==> config.mk <==
export PLATFORM = sky130hd
export DESIGN_NAME = rom_loader
export DESIGN_NICKNAME = d
export VERILOG_FILES = /design/src/rtl/genesis_loader_pkg.sv /design/src/rtl/loader_fifo.sv /design/src/rtl/rom_loader.sv
export SDC_FILE = /design/constraint.sdc
export NUM_CORES = 1
export LEC_CHECK = 0
export CORE_MARGIN = 4
export CORE_UTILIZATION = 54
export CTS_BUF_LIST = sky130_fd_sc_hd__clkbuf_4
export CTS_CLUSTER_DIAMETER = 30
export DETAILED_ROUTE_END_ITERATION = 7
export GPL_TIMING_DRIVEN = 0
export PLACE_DENSITY = 0.84
export SYNTH_ARGS = -nofsm -noshare
export SYNTH_HDL_FRONTEND = slang
export SYNTH_HIERARCHICAL = 1
export SYNTH_SLANG_ARGS = --single-unit
==> constraint.sdc <==
create_clock -name clk_sys -period 6.2 [get_ports clk_sys]
set_input_delay 0.62 -clock clk_sys [delete_from_list [all_inputs] [get_ports clk_sys]]
set_output_delay 0.62 -clock clk_sys [all_outputs]
set_load 0.05 [all_outputs]
==> src/rtl/genesis_loader_pkg.sv <==
// Shared definitions for the cartridge ROM loader: header checksum
// addresses, loader state encoding and the address-mask helper.
package genesis_loader_pkg;

  // Byte address of the big-endian checksum word in the cartridge header.
  localparam logic [31:0] HDR_CKSUM_ADDR = 32'h0000_018E;
  // First byte address that contributes to the header checksum.
  localparam logic [31:0] CKSUM_START    = 32'h0000_0200;

  typedef enum logic [1:0] {
    IDLE  = 2'd0,
    LOAD  = 2'd1,
    DRAIN = 2'd2,
    DONE  = 2'd3
  } state_t;

  // Smear the highest set bit downwards: the result is the smallest
  // (2^n)-1 that is >= v.
  function automatic logic [31:0] fill_ones(input logic [31:0] v);
    logic [31:0] r;
    r = v;
    r = r | (r >> 1);
    r = r | (r >> 2);
    r = r | (r >> 4);
    r = r | (r >> 8);
    r = r | (r >> 16);
    return r;
  endfunction

endpackage

==> src/rtl/loader_fifo.sv <==
// Single-clock show-ahead FIFO. DEPTH must be a power of two. The head
// entry is presented on dout whenever the FIFO is non-empty. A flush
// empties the FIFO and blocks any push or pop in the same cycle.
module loader_fifo #(
  parameter int DEPTH = 8,
  parameter int W     = 16
) (
  input  logic                       clk_sys,
  input  logic                       reset,
  input  logic                       flush,
  input  logic                       push,
  input  logic [W-1:0]               din,
  input  logic                       pop,
  output logic [W-1:0]               dout,
  output logic                       full,
  output logic                       empty,
  output logic [$clog2(DEPTH):0]     count
);

  localparam int PW = $clog2(DEPTH);

  // Pointers carry one extra wrap bit so full and empty are distinguishable.
  localparam logic [PW:0] PTR_ONE  = {{PW{1'b0}}, 1'b1};
  localparam logic [PW:0] FULL_CNT = {1'b1, {PW{1'b0}}};

  logic [W-1:0] mem [DEPTH];
  logic [PW:0]  wr_ptr;
  logic [PW:0]  rd_ptr;
  logic         do_push;
  logic         do_pop;

  assign do_push = push & ~full  & ~flush;
  assign do_pop  = pop  & ~empty & ~flush;

  assign count = wr_ptr - rd_ptr;
  assign empty = (count == '0);
  assign full  = (count == FULL_CNT);
  assign dout  = mem[rd_ptr[PW-1:0]];

  // Pointer update; reset and flush both return to the empty state.
  always_ff @(posedge clk_sys) begin
    if (reset || flush) begin
      wr_ptr <= '0;
      rd_ptr <= '0;
    end else begin
      if (do_push) wr_ptr <= wr_ptr + PTR_ONE;
      if (do_pop)  rd_ptr <= rd_ptr + PTR_ONE;
    end
  end

  // Storage array; contents are don't-care while the slot is unoccupied.
  always_ff @(posedge clk_sys) begin
    if (do_push) mem[wr_ptr[PW-1:0]] <= din;
  end

endmodule

==> src/rtl/rom_loader.sv <==
// Cartridge image loader: buffers HPS download words, byte-swaps them to
// big-endian and writes them to DDR3 through a toggle req/ack port.
// Reports image size, address mask and header checksum on completion.
// Optional feature macro: LOADER_CHECKSUM_EN (header checksum tracking).
module rom_loader
  import genesis_loader_pkg::*;
#(
  parameter int DEPTH = 8,
  parameter int AW    = 25
) (
  input  logic          clk_sys,
  input  logic          reset,
  input  logic          dl_active,
  input  logic          dl_wr,
  input  logic [AW-1:0] dl_addr,
  input  logic [15:0]   dl_data,
  output logic          dl_wait,
  output logic [AW-1:0] mem_addr,
  output logic [15:0]   mem_din,
  output logic          mem_we_req,
  input  logic          mem_we_ack,
  output logic [AW-1:0] rom_size,
  output logic [AW-1:0] rom_mask,
  output logic          load_done,
  output logic [15:0]   cksum_calc,
  output logic          cksum_ok
);

  localparam int CW = $clog2(DEPTH) + 1;
  localparam int FW = AW + 16;

  logic          active_q;
  logic          rise;
  logic          fall;
  logic          flush;
  logic          port_idle;
  logic          push_ok;
  logic          issue;
  logic [15:0]   swapped;
  logic [FW-1:0] fifo_din;
  logic [FW-1:0] fifo_head;
  logic          fifo_full;
  logic          fifo_empty;
  logic [CW-1:0] fifo_count;
  int            occ_next;
  logic [AW-1:0] max_addr;
  logic [AW-1:0] mask_calc;
  state_t        state;
  state_t        state_nxt;
  logic          done_fire;

  // ---------------------------------------------------------------------
  // Download side
  // ---------------------------------------------------------------------

  // dl_active edge detector; reset forces a fresh rise if it is held high.
  always_ff @(posedge clk_sys) begin
    if (reset) active_q <= 1'b0;
    else       active_q <= dl_active;
  end

  assign rise  = dl_active & ~active_q;
  assign fall  = ~dl_active & active_q;
  assign flush = rise;

  // File bytes arrive little-endian; the Genesis bus is big-endian.
  assign swapped  = {dl_data[7:0], dl_data[15:8]};
  assign fifo_din = {dl_addr, swapped};

  // A strobe while full is a protocol violation and is simply dropped.
  // A strobe coinciding with the flush belongs to no load and is dropped.
  assign push_ok   = dl_wr & ~fifo_full & ~flush;
  assign port_idle = (mem_we_req == mem_we_ack);
  assign issue     = port_idle & ~fifo_empty & ~flush;

  loader_fifo #(
    .DEPTH (DEPTH),
    .W     (FW)
  ) u_fifo (
    .clk_sys (clk_sys),
    .reset   (reset),
    .flush   (flush),
    .push    (push_ok),
    .din     (fifo_din),
    .pop     (issue),
    .dout    (fifo_head),
    .full    (fifo_full),
    .empty   (fifo_empty),
    .count   (fifo_count)
  );

  // Occupancy as it will be after this clock edge.
  always_comb begin
    occ_next = int'(fifo_count);
    if (push_ok) occ_next = occ_next + 1;
    if (issue)   occ_next = occ_next - 1;
    if (flush)   occ_next = 0;
  end

  // Backpressure with hysteresis: rise two slots early because the HPS may
  // still land one strobe after seeing wait, release once nearly drained.
  always_ff @(posedge clk_sys) begin
    if (reset)                      dl_wait <= 1'b0;
    else if (occ_next >= DEPTH - 2) dl_wait <= 1'b1;
    else if (occ_next <= 1)         dl_wait <= 1'b0;
  end

  // ---------------------------------------------------------------------
  // Memory write port
  // ---------------------------------------------------------------------

  // Issue one write per ack round trip; reset resynchronises req to ack so
  // a request in flight at reset is not seen as a new one.
  always_ff @(posedge clk_sys) begin
    if (reset) begin
      mem_we_req <= mem_we_ack;
      mem_addr   <= '0;
      mem_din    <= '0;
    end else if (issue) begin
      mem_we_req <= ~mem_we_req;
      mem_addr   <= fifo_head[FW-1:16];
      mem_din    <= fifo_head[15:0];
    end
  end

  // ---------------------------------------------------------------------
  // Size tracking
  // ---------------------------------------------------------------------

  // Highest byte address accepted in the current load.
  always_ff @(posedge clk_sys) begin
    if (reset || rise)                     max_addr <= '0;
    else if (push_ok && dl_addr > max_addr) max_addr <= dl_addr;
  end

  // rom_size-1 = max_addr+1; widen so the helper works for any AW <= 32.
  assign mask_calc = AW'(fill_ones(32'(max_addr) + 32'd1));

  // ---------------------------------------------------------------------
  // Load sequencing
  // ---------------------------------------------------------------------

  // State register.
  always_ff @(posedge clk_sys) begin
    if (reset) state <= IDLE;
    else       state <= state_nxt;
  end

  // Next-state: a new download always wins, restarting from LOAD.
  always_comb begin
    state_nxt = state;
    case (state)
      IDLE:    if (rise) state_nxt = LOAD;
      LOAD:    if (fall) state_nxt = DRAIN;
      DRAIN: begin
        if (rise)                         state_nxt = LOAD;
        else if (fifo_empty && port_idle) state_nxt = DONE;
      end
      DONE:    state_nxt = rise ? LOAD : IDLE;
      default: state_nxt = IDLE;
    endcase
  end

  // Output decode: completion is reported unless a restart preempts it.
  always_comb begin
    done_fire = (state == DONE) && !rise;
  end

  // Completion pulse and latched image geometry.
  always_ff @(posedge clk_sys) begin
    if (reset) begin
      load_done <= 1'b0;
      rom_size  <= '0;
      rom_mask  <= '1;
    end else begin
      load_done <= done_fire;
      if (done_fire) begin
        rom_size <= max_addr + AW'(2);
        rom_mask <= mask_calc;
      end
    end
  end

  // ---------------------------------------------------------------------
  // Header checksum
  // ---------------------------------------------------------------------
`ifdef LOADER_CHECKSUM_EN
  logic [15:0] sum_q;
  logic [15:0] hdr_q;
  logic        ok_q;

  // Sum the body words, capture the header word, compare at completion.
  always_ff @(posedge clk_sys) begin
    if (reset) begin
      sum_q <= '0;
      hdr_q <= '0;
      ok_q  <= 1'b1;
    end else if (rise) begin
      sum_q <= '0;
      hdr_q <= '0;
    end else begin
      if (push_ok && 32'(dl_addr) >= CKSUM_START) sum_q <= sum_q + swapped;
      if (push_ok && 32'(dl_addr) == HDR_CKSUM_ADDR) hdr_q <= swapped;
      if (done_fire) ok_q <= (sum_q == hdr_q);
    end
  end

  assign cksum_calc = sum_q;
  assign cksum_ok   = ok_q;
`else
  assign cksum_calc = 16'h0000;
  assign cksum_ok   = 1'b1;
`endif

endmodule
# ---- Word-level counts from Yosys, hierarchy flattened
# Memory sizes are Yosys's and may differ from the RTL's. A register that Yosys moved wholly into a read port is not among the register bits.
# Cells that the tools add are included.
dict set report classes {
  reduce_logical 10
  n_eq_ne 8
  mux 15
  bitwise 21
  n_addsub 7
  order_cmp 3
}
# op count
set op_table {}
lappend op_table {{32-bit 2-to-1 mux} 2}
lappend op_table {{32-bit by 4-bit >= comparator with 1-bit output (second input constant)} 1}
lappend op_table {{32-bit by 2-bit less-or-equal comparator with 1-bit output (second input constant)} 1}
lappend op_table {{32-bit by 2-bit subtractor with 32-bit output (second input constant)} 1}
lappend op_table {{25-bit by 1-bit adder with 26-bit output (second input constant)} 1}
lappend op_table {{26-bit by 18-bit bitwise OR with 26-bit output} 1}
lappend op_table {{26-bit by 22-bit bitwise OR with 26-bit output} 1}
lappend op_table {{26-bit by 24-bit bitwise OR with 26-bit output} 1}
lappend op_table {{26-bit by 25-bit bitwise OR with 26-bit output} 1}
lappend op_table {{25-bit by 2-bit adder with 25-bit output (second input constant)} 1}
lappend op_table {{25-bit greater-than comparator} 1}
lappend op_table {{25-bit by 10-bit bitwise OR with 25-bit output} 1}
lappend op_table {{1-bit AND} 10}
lappend op_table {{4-bit by 1-bit adder with 4-bit output (second input constant)} 2}
lappend op_table {{2-bit 2-to-1 mux} 4}
lappend op_table {{2-bit case mux with 4 select lines} 1}
lappend op_table {{1-bit 2-to-1 mux} 7}
lappend op_table {{1-bit NOT} 6}
lappend op_table {{4-bit by 1-bit adder with 5-bit output (second input constant)} 1}
lappend op_table {{5-bit 2-to-1 mux} 1}
lappend op_table {{2-bit equality test (second input constant)} 2}
lappend op_table {{4-bit equality test (second input constant)} 1}
lappend op_table {{4-bit zero test} 1}
lappend op_table {{2-bit inequality test (second input constant)} 2}
lappend op_table {{other kinds (10)} 13}
dict set report totals {
  n_memories 1
  in_bits 46
  regBits 89
  word_cells 75
  mem_bits_rw 328
}
# memory depth word_bits rd rd_ports_with_merged_regs write_ports line
set mem_list {}
lappend mem_list {u_fifo.mem 8 41 1 1 1 loader_fifo.sv:26} ;# logic [W-1:0] mem [DEPTH];

# ---- Depth between registers and ports, before layout
# Gate-level depths: netlist of run 1.
dict set report depth {
  depth_word 12
  depth_mapped 16
  mapped_depth_nobuf 16
}

# ---- Cells and area by module
# The synthesis of run 1 kept the hierarchy.
# module seq_area_each_um2 cells_per_inst area_per_inst_um2 n_inst
set modules_own_cells {}
lappend modules_own_cells {loader_fifo 10069.7 557 12952.4 1}
lappend modules_own_cells {rom_loader 2452.4 778 6454.9 1}

# ---- Least setup slack after synthesis of run 1
# OpenSTA, ideal clock, no wires.
dict set report synth_timing {
  path_kind {reg-to-reg}
  startpoint {register u_fifo.wr_ptr[0]}
  endpoint {memory u_fifo/mem[4][0] (netlist name), enable pin}
  stages_incl_launch_ff 12
  n_path_buf 0
  period_less_slack_ns 6.914
  required_ns 5.659
  setup_slack_ns -0.714
  arrival_ns 6.373
  path_cell_list {dfxtp_1 inv_1 ha_1 inv_1 fa_1 xor2_1 or3_4 nor3_1 nand2b_1 nor2_1 o31ai_4 nor4_1}
}
dict set report synth_via {
  elab_chain_cells 9
}
# item line
set synth_rtl {}
lappend synth_rtl {{start, declared} loader_fifo.sv:27} ;# logic [PW:0] wr_ptr;
lappend synth_rtl {{start signal, assigned} loader_fifo.sv:46} ;# if (do_push) wr_ptr <= wr_ptr + PTR_ONE;
lappend synth_rtl {{4-bit subtractor} loader_fifo.sv:35} ;# assign count = wr_ptr - rd_ptr;
lappend synth_rtl {{net fifo_count[2]} rom_loader.sv:44} ;# logic [CW-1:0] fifo_count;
lappend synth_rtl {{4-bit equality test} loader_fifo.sv:37} ;# assign full = (count == FULL_CNT);
lappend synth_rtl {{net fifo_full} rom_loader.sv:42} ;# logic fifo_full;
lappend synth_rtl {{1-bit NOT} rom_loader.sv:72} ;# assign push_ok = dl_wr & ~fifo_full & ~flush;
lappend synth_rtl {{1-bit AND (2 in a row)} rom_loader.sv:72}
lappend synth_rtl {{net push_ok} rom_loader.sv:37} ;# logic push_ok;
lappend synth_rtl {{1-bit AND (2 in a row)} loader_fifo.sv:32} ;# assign do_push = push & ~full & ~flush;
lappend synth_rtl {{1-bit 2-to-1 mux} loader_fifo.sv:53} ;# if (do_push) mem[wr_ptr[PW-1:0]] <= din;
lappend synth_rtl {{1-bit 2-to-1 mux (not written as such)} loader_fifo.sv:53}
lappend synth_rtl {{end, declared} loader_fifo.sv:26}
# The timed path passes the listed nets, and every way through them passes these cells.

# ---- Worst setup path after layout of run 1
dict set report layout_timing {
  startpoint {register u_fifo.wr_ptr[0]}
  endpoint {memory u_fifo/mem[3][24] (netlist name), enable pin}
}
# The elaborated chain is that of the path after synthesis.

==> impl_metrics.csv, run 1 <==
group,metric,value,unit
job,drv_cap,0,
worst_setup_path,path_cells,"inv_1, ha_1, inv_1, fa_1, xor2_1, or3_4, nor3_1, nand2b_1, nor2_1, o31ai_4, or3_1, nor2_4, buf_12",
drt,drt_iter0_markers,1000,
placement,hpwl,31.8,mm
worst_setup_path,arrival,5140,ps
timing,hold_viol,0,
drt,drt_wl_total,46.2,mm
outcome,status,"finished clean",
power,total_power,6330,uW
drt,wl_per_cell,21.1,um
worst_setup_path,cp-end-kind,"register",
clock_network,cts.clk_slew.worst_paths,60,ps
floorplan,row_count,69,
clock_network,clock_path_buffers,3,
worst_setup_path,crit_path_top_delay_cell,"nor2_4",
floorplan,core_area,35500,um2
timing,period_needed,4690,ps
yosys,syn_inst,1335,
timing,slew_headroom,0.371,
clock_network,post_cts_buffers,0,
floorplan,die_w,198,um
worst_setup_path,worst-path-max-fanout,24,
global_route,grt_pass1_wl,71.8,mm
worst_setup_path,cp_num_buf_inv,3,
clock_network,clockRootBuffer,"clkbuf_4",
yosys,ys_seq_area_frac,0.645,
timing,finalCritPeriodShare,0.756,
hold_path,hold_depth,2,
worst_setup_path,required,6660,ps
global_route,antenna_found_initial,3,
hold_path,min_from,"mem_addr[20]",
yosys,ys_async_sr_fraction,0,
floorplan,io_pins,157,
worst_setup_path,rr_worst_depth,13,
global_route,grt_pass1_vias,13100,
yosys,ys_warn_count,6,
yosys,synthTopCellsByArea,"edfxtp_1, dfxtp_1, mux4_2",
worst_setup_path,cp-endpoint,"u_fifo/mem[3][24]",
timing,max_freq,0.213,GHz
yosys,synth-seq-cells,461,
clock_network,numCtsBuffers,111,
drt,vias,12500,
yosys,synth_top_flop_cell,"edfxtp_1",
drt,dr.pass1.iters,5,
floorplan,initial_core_util,0.547,
worst_setup_path,path_class,"register to register",
floorplan,die_h,198,um
power,cellPowerDensity,271,nW/um2
clock_network,cts.sinks,461,
worst_setup_path,r2r_start,"u_fifo/wr_ptr[0]",
clock_network,post_cts_resized,0,
timing,finalSetupViolCount,0,
clock_network,cts_tree,"built",
placement,portBuffers,139,
worst_setup_path,regToRegSetupSlack,1510,ps
timing,tightest_slew,940,ps
yosys,synth_top_area_share,0.509,
yosys,synth_edf_count,329,
global_route,grt_max_degree,27,
power,ir_drop,0.000184,V
worst_setup_path,slowest_delay,650,ps
final_layout,syn2layout_area_growth,20.3,%
clock_network,hold_buffers,0,
drt,ant_nets,0,
clock_network,htreeDepth,3,
worst_setup_path,cpMostUsedCell,"inv_1",
worst_setup_path,startpoint,"u_fifo/wr_ptr[0]",
timing,maxSlewViolCount,0,
worst_setup_path,cp-start-kind,"register",
global_route,grt.total_usage,0.238,
clock_network,clk_latency,790,ps
yosys,synth.distinct_cells,77,
timing,setup_tns,0,ps
yosys,synth_area_per_cell,14.5,um2
floorplan,die-area,39000,um2
final_layout,drive_gt1_frac,0.239,
final_layout,final_cell_mix,"edfxtp_1, clkbuf_4, clkdlybuf4s50_1",
final_layout,layout_commonest_cell,"edfxtp_1",
placement,gp_congestion,0.900,
worst_setup_path,critical_path_depth,13,
drt,route.detailed.drc,0,
yosys,synth_area,19400,um2
timing,rsz0062_at_grt,"false",
placement,placed_area,21800,um2
drt,vias_per_cell,5.73,
power,p_leak,0.00786,uW
worst_setup_path,crit_family,"simple AND/OR/NAND/NOR gates",
final_layout,final_area,23300,um2
yosys,yosysTopAreaCell,"edfxtp_1",
global_route,overflow,0,
final_layout,nets,1708,
hold_path,min_path_type,"register to register",
worst_setup_path,timing.rr.end,"u_fifo/mem[3][24]",
timing,clock_skew,59.9,ps
## per-stage QoR
step / cells / utilization / hold WS, ps / worst slack, ps
2_1_floorplan: 1350 / - / 480 / 105
4_1_cts: 2184 / 0.657 / 456 / 1520
3_3_place_gp: 1950 / 0.604 / 432 / -2820
3_5_place_dp: 1974 / 0.615 / 444 / 1530
6_report: 2187 / 0.658 / 453 / 1510
5_1_grt: 2187 / 0.658 / 481 / 1230
## area by class of cell
class	count	area, um2
sequential	461	12500
tap	461	577
multi-input combinational	758	6350
timing repair buffer	163	1710
inverter	38	143
clock buffer	168	1260
buffer	93	514
fill	2444	12100
clock inverter	42	258
antenna	3	7.51
## where the power goes
part	leakage (uW)	total [uW]	switching, uW	internal, uW
combinational	0.00293	419	264	155
clock	0.000898	2560	1190	1370
sequential	0.00404	3350	18.4	3330
total	0.00786	6330	1470	4860
## worst min-delay path, stage by stage, from the launching register on
cell     delay, ps
dfxtp_1        310
nand2_1         50
a21oi_1         50
## state kept, by name (all words and copies together), names as in the netlist, named ones only
name           cells
rom_size          25
active_q           1
rom_mask          25
u_fifo/wr_ptr      4
load_done          1
mem_we_req         1
max_addr          25
mem_addr          25
u_fifo/mem       328
dl_wait            1
mem_din           16
u_fifo/rd_ptr      4
state              2
## metal layers
layer,GRT usage,vias to the layer above,wire [um]
met3,0.0542,97,3380
met2,0.403,562,23400
met1,0.306,6163,18200
met4,0.0847,0,1280
li1,-,5704,-
met5,0,-,0
## logic make-up after synthesis
family | Yosys count | synth area share
other cells | 2 | 0.000387
mux | 155 | 0.136
buf+inv | 131 | 0.0338
fa+ha+maj | 37 | 0.0241
simple gates | 344 | 0.0861
flops | 461 | 0.645
compound gates | 162 | 0.0551
xor+xnor | 43 | 0.0194
## cell usage after synthesis, types with 3 or more instances
library cell  count
a211o_1           4
nor4b_1           3
nor3_1           27
ha_1             35
nand2b_1          9
a21oi_1          60
nor2_1           89
and3_1            5
o211ai_1          3
or2_2             3
o22a_2            6
inv_1            37
xor2_1            8
buf_1             5
edfxtp_1        329
o21ai_0          20
buf_2            14
mux4_2           82
clkbuf_1         44
xnor2_1          35
mux2_2           42
o22ai_1           4
nand2_1         123
or3_1            10
mux2i_1          30
nand3_1          18
buf_6             6
nand4_1          19
dfxtp_1         132
a31oi_1          12
buf_4            22
nor4_1           11
o21bai_1          3
a211oi_1         26
## worst min path at each step
stage	slack, ps	to
after floorplan	480	u_fifo/wr_ptr[3]
after global placement	430	rom_mask[15]
after detailed placement	440	rom_mask[15]
after CTS	460	mem_addr[20]
after global routing	480	mem_din[2]
final	450	mem_addr[20]
No activity file was read; power rests on OpenSTA's default activity.
==> inputs of run 2 (changes only) <==
Clock period 6.2 ns to 4.1 ns, I/O delays scaled along.
==> impl_metrics.csv, run 2 (synthesis results as in run 1) <==
group,metric,value,unit
final_layout,final_util,0.664,
timing,period_needed,3880,ps
timing,hold_viol,0,
final_layout,nets,1714,
hold_path,min_path_type,"primary input to register",
global_route,grt_pass1_vias,13100,
clock_network,clk_latency,770,ps
timing,hold_ws,338,ps
global_route,antenna_found_initial,6,
floorplan,core_area,35500,um2
timing,slew_headroom,0.106,
timing,clock_skew,38.8,ps
drt,route.detailed.drc,0,
clock_network,cts_tree,"built",
worst_setup_path,slowest_delay,630,ps
power,p_leak,0.00799,uW
worst_setup_path,cp-start-kind,"register",
worst_setup_path,crit_path_top_delay_cell,"or4b_2",
final_layout,multi_input_area,6400,um2
worst_setup_path,path_class,"register to register",
final_layout,largest_register_ff_count,328,
global_route,grt.total_usage,0.242,
placement,hpwl,31.1,mm
job,drv_cap,0,
outcome,status,"finished clean",
floorplan,die_h,198,um
timing,maxSlewViolCount,0,
worst_setup_path,path_cells,"inv_1, ha_1, inv_1, fa_1, xor2_2, or3_4, nor3_1, nand2b_1, or4b_2, o32a_1, o22ai_1, and2_1, ha_1, nor4b_1, nand3_1, and3_1",
global_route,grt_pass1_wl,73.0,mm
clock_network,clock_path_buffers,3,
timing,finalSetupViolCount,0,
drt,wl_per_cell,21.6,um
global_route,grt_max_degree,27,
clock_network,hold_buffers,0,
clock_network,cts.clk_slew.worst_paths,60,ps
worst_setup_path,arrival,4510,ps
placement,gp_congestion,0.919,
clock_network,cts.sinks,461,
drt,vias_per_cell,5.76,
worst_setup_path,crit_family,"simple AND/OR/NAND/NOR gates",
floorplan,die_w,198,um
power,total_power,9580,uW
drt,drt_iter0_markers,1083,
clock_network,clockRootBuffer,"clkbuf_4",
drt,vias,12600,
drt,drt_wl_total,47.4,mm
placement,portBuffers,139,
worst_setup_path,cp_num_buf_inv,2,
floorplan,io_pins,157,
worst_setup_path,cp-end-kind,"register",
worst_setup_path,required,4730,ps
timing,tightest_slew,1330,ps
floorplan,initial_core_util,0.547,
floorplan,die-area,39000,um2
floorplan,row_count,69,
final_layout,nFillCells,2413,
worst_setup_path,worst-path-max-fanout,6,
drt,ant_nets,0,
power,cellPowerDensity,407,nW/um2
placement,dpl.cell_count,1968,
power,ir_drop,0.000254,V
global_route,overflow,0,
final_layout,stdcell_count,2195,
final_layout,syn2layout_area_growth,21.4,%
final_layout,layout_commonest_cell,"edfxtp_1",
timing,rsz0062_at_grt,"false",
final_layout,drive_gt1_frac,0.251,
final_layout,layout.area.seq,12500,um2
drt,dr.pass1.iters,5,
timing,finalCritPeriodShare,0.946,
final_layout,final_cell_mix,"edfxtp_1, clkbuf_4, clkdlybuf4s50_1",
timing,max_freq,0.258,GHz
clock_network,numCtsBuffers,113,
clock_network,htreeDepth,3,
run 2: timing repair:
item / 4_1_cts / 5_1_grt
setup endpoints to repair: 146 / 77
pin swaps: 2 / 2
setup buffers: 5 / 5
cloned: 1 / 0
gates resized for setup: 3 / 3
run 2: cell type report:
class,instances,area share
clock inverter,33,0.00717
sequential,461,0.532
clock buffer,182,0.0580
antenna,2,0.000212
buffer,92,0.0217
tap,461,0.0245
timing repair buffer,167,0.0790
multi-input combinational,759,0.272
inverter,38,0.00611
run 2: worst register-to-register path: cells and delay by family, from the launching register on:
| kind | cells | cell delay [ps] |
|---|---|---|
| buffers and inverters | 2 | 200 |
| and+or+nand+nor | 8 | 1780 |
| DFF | 1 | 380 |
| adders and majority gates | 3 | 710 |
| xor gates and xnor gates | 1 | 300 |
| AOI/OAI and AO/OA | 2 | 410 |
run 2: metrics by stage:
step | instance area [um2] | TNS [ps] | setup WS (ps)
6_report | 23600 | 0 | 222
5_1_grt | 23600 | 0 | 27.3
4_1_cts | 23500 | 0 | 21.1
3_5_place_dp | 21900 | -22650 | -536
3_3_place_gp | 21500 | -372750 | -1930
2_1_floorplan | 19500 | -17990 | -169
run 2: power breakdown:
group / switching [uW] / internal [uW] / leakage, uW
registers: 29.0 / 5040 / 0.00404
clock network: 1790 / 2080 / 0.000926
logic: 405 / 239 / 0.00302
total: 2220 / 7360 / 0.00799
run 2: path summary, 6_finish.rpt:
check                        start           to  slack, ps  cells past startpoint
hold / removal           dl_active     active_q        340                      2
setup / recovery  u_fifo/wr_ptr[0]      dl_wait        220                     16
setup reg to reg  u_fifo/wr_ptr[0]      dl_wait        220                     16
hold reg to reg        rom_mask[5]  rom_mask[5]        450                      2
run 2: metal layers:
metal / global-route usage / up-vias / routed length [um]
li1: - / 5731 / -
met1: 0.307 / 6183 / 18100
met2: 0.413 / 601 / 23900
met3: 0.0559 / 122 / 3790
met4: 0.0872 / 6 / 1580
met5: 0 / - / 30
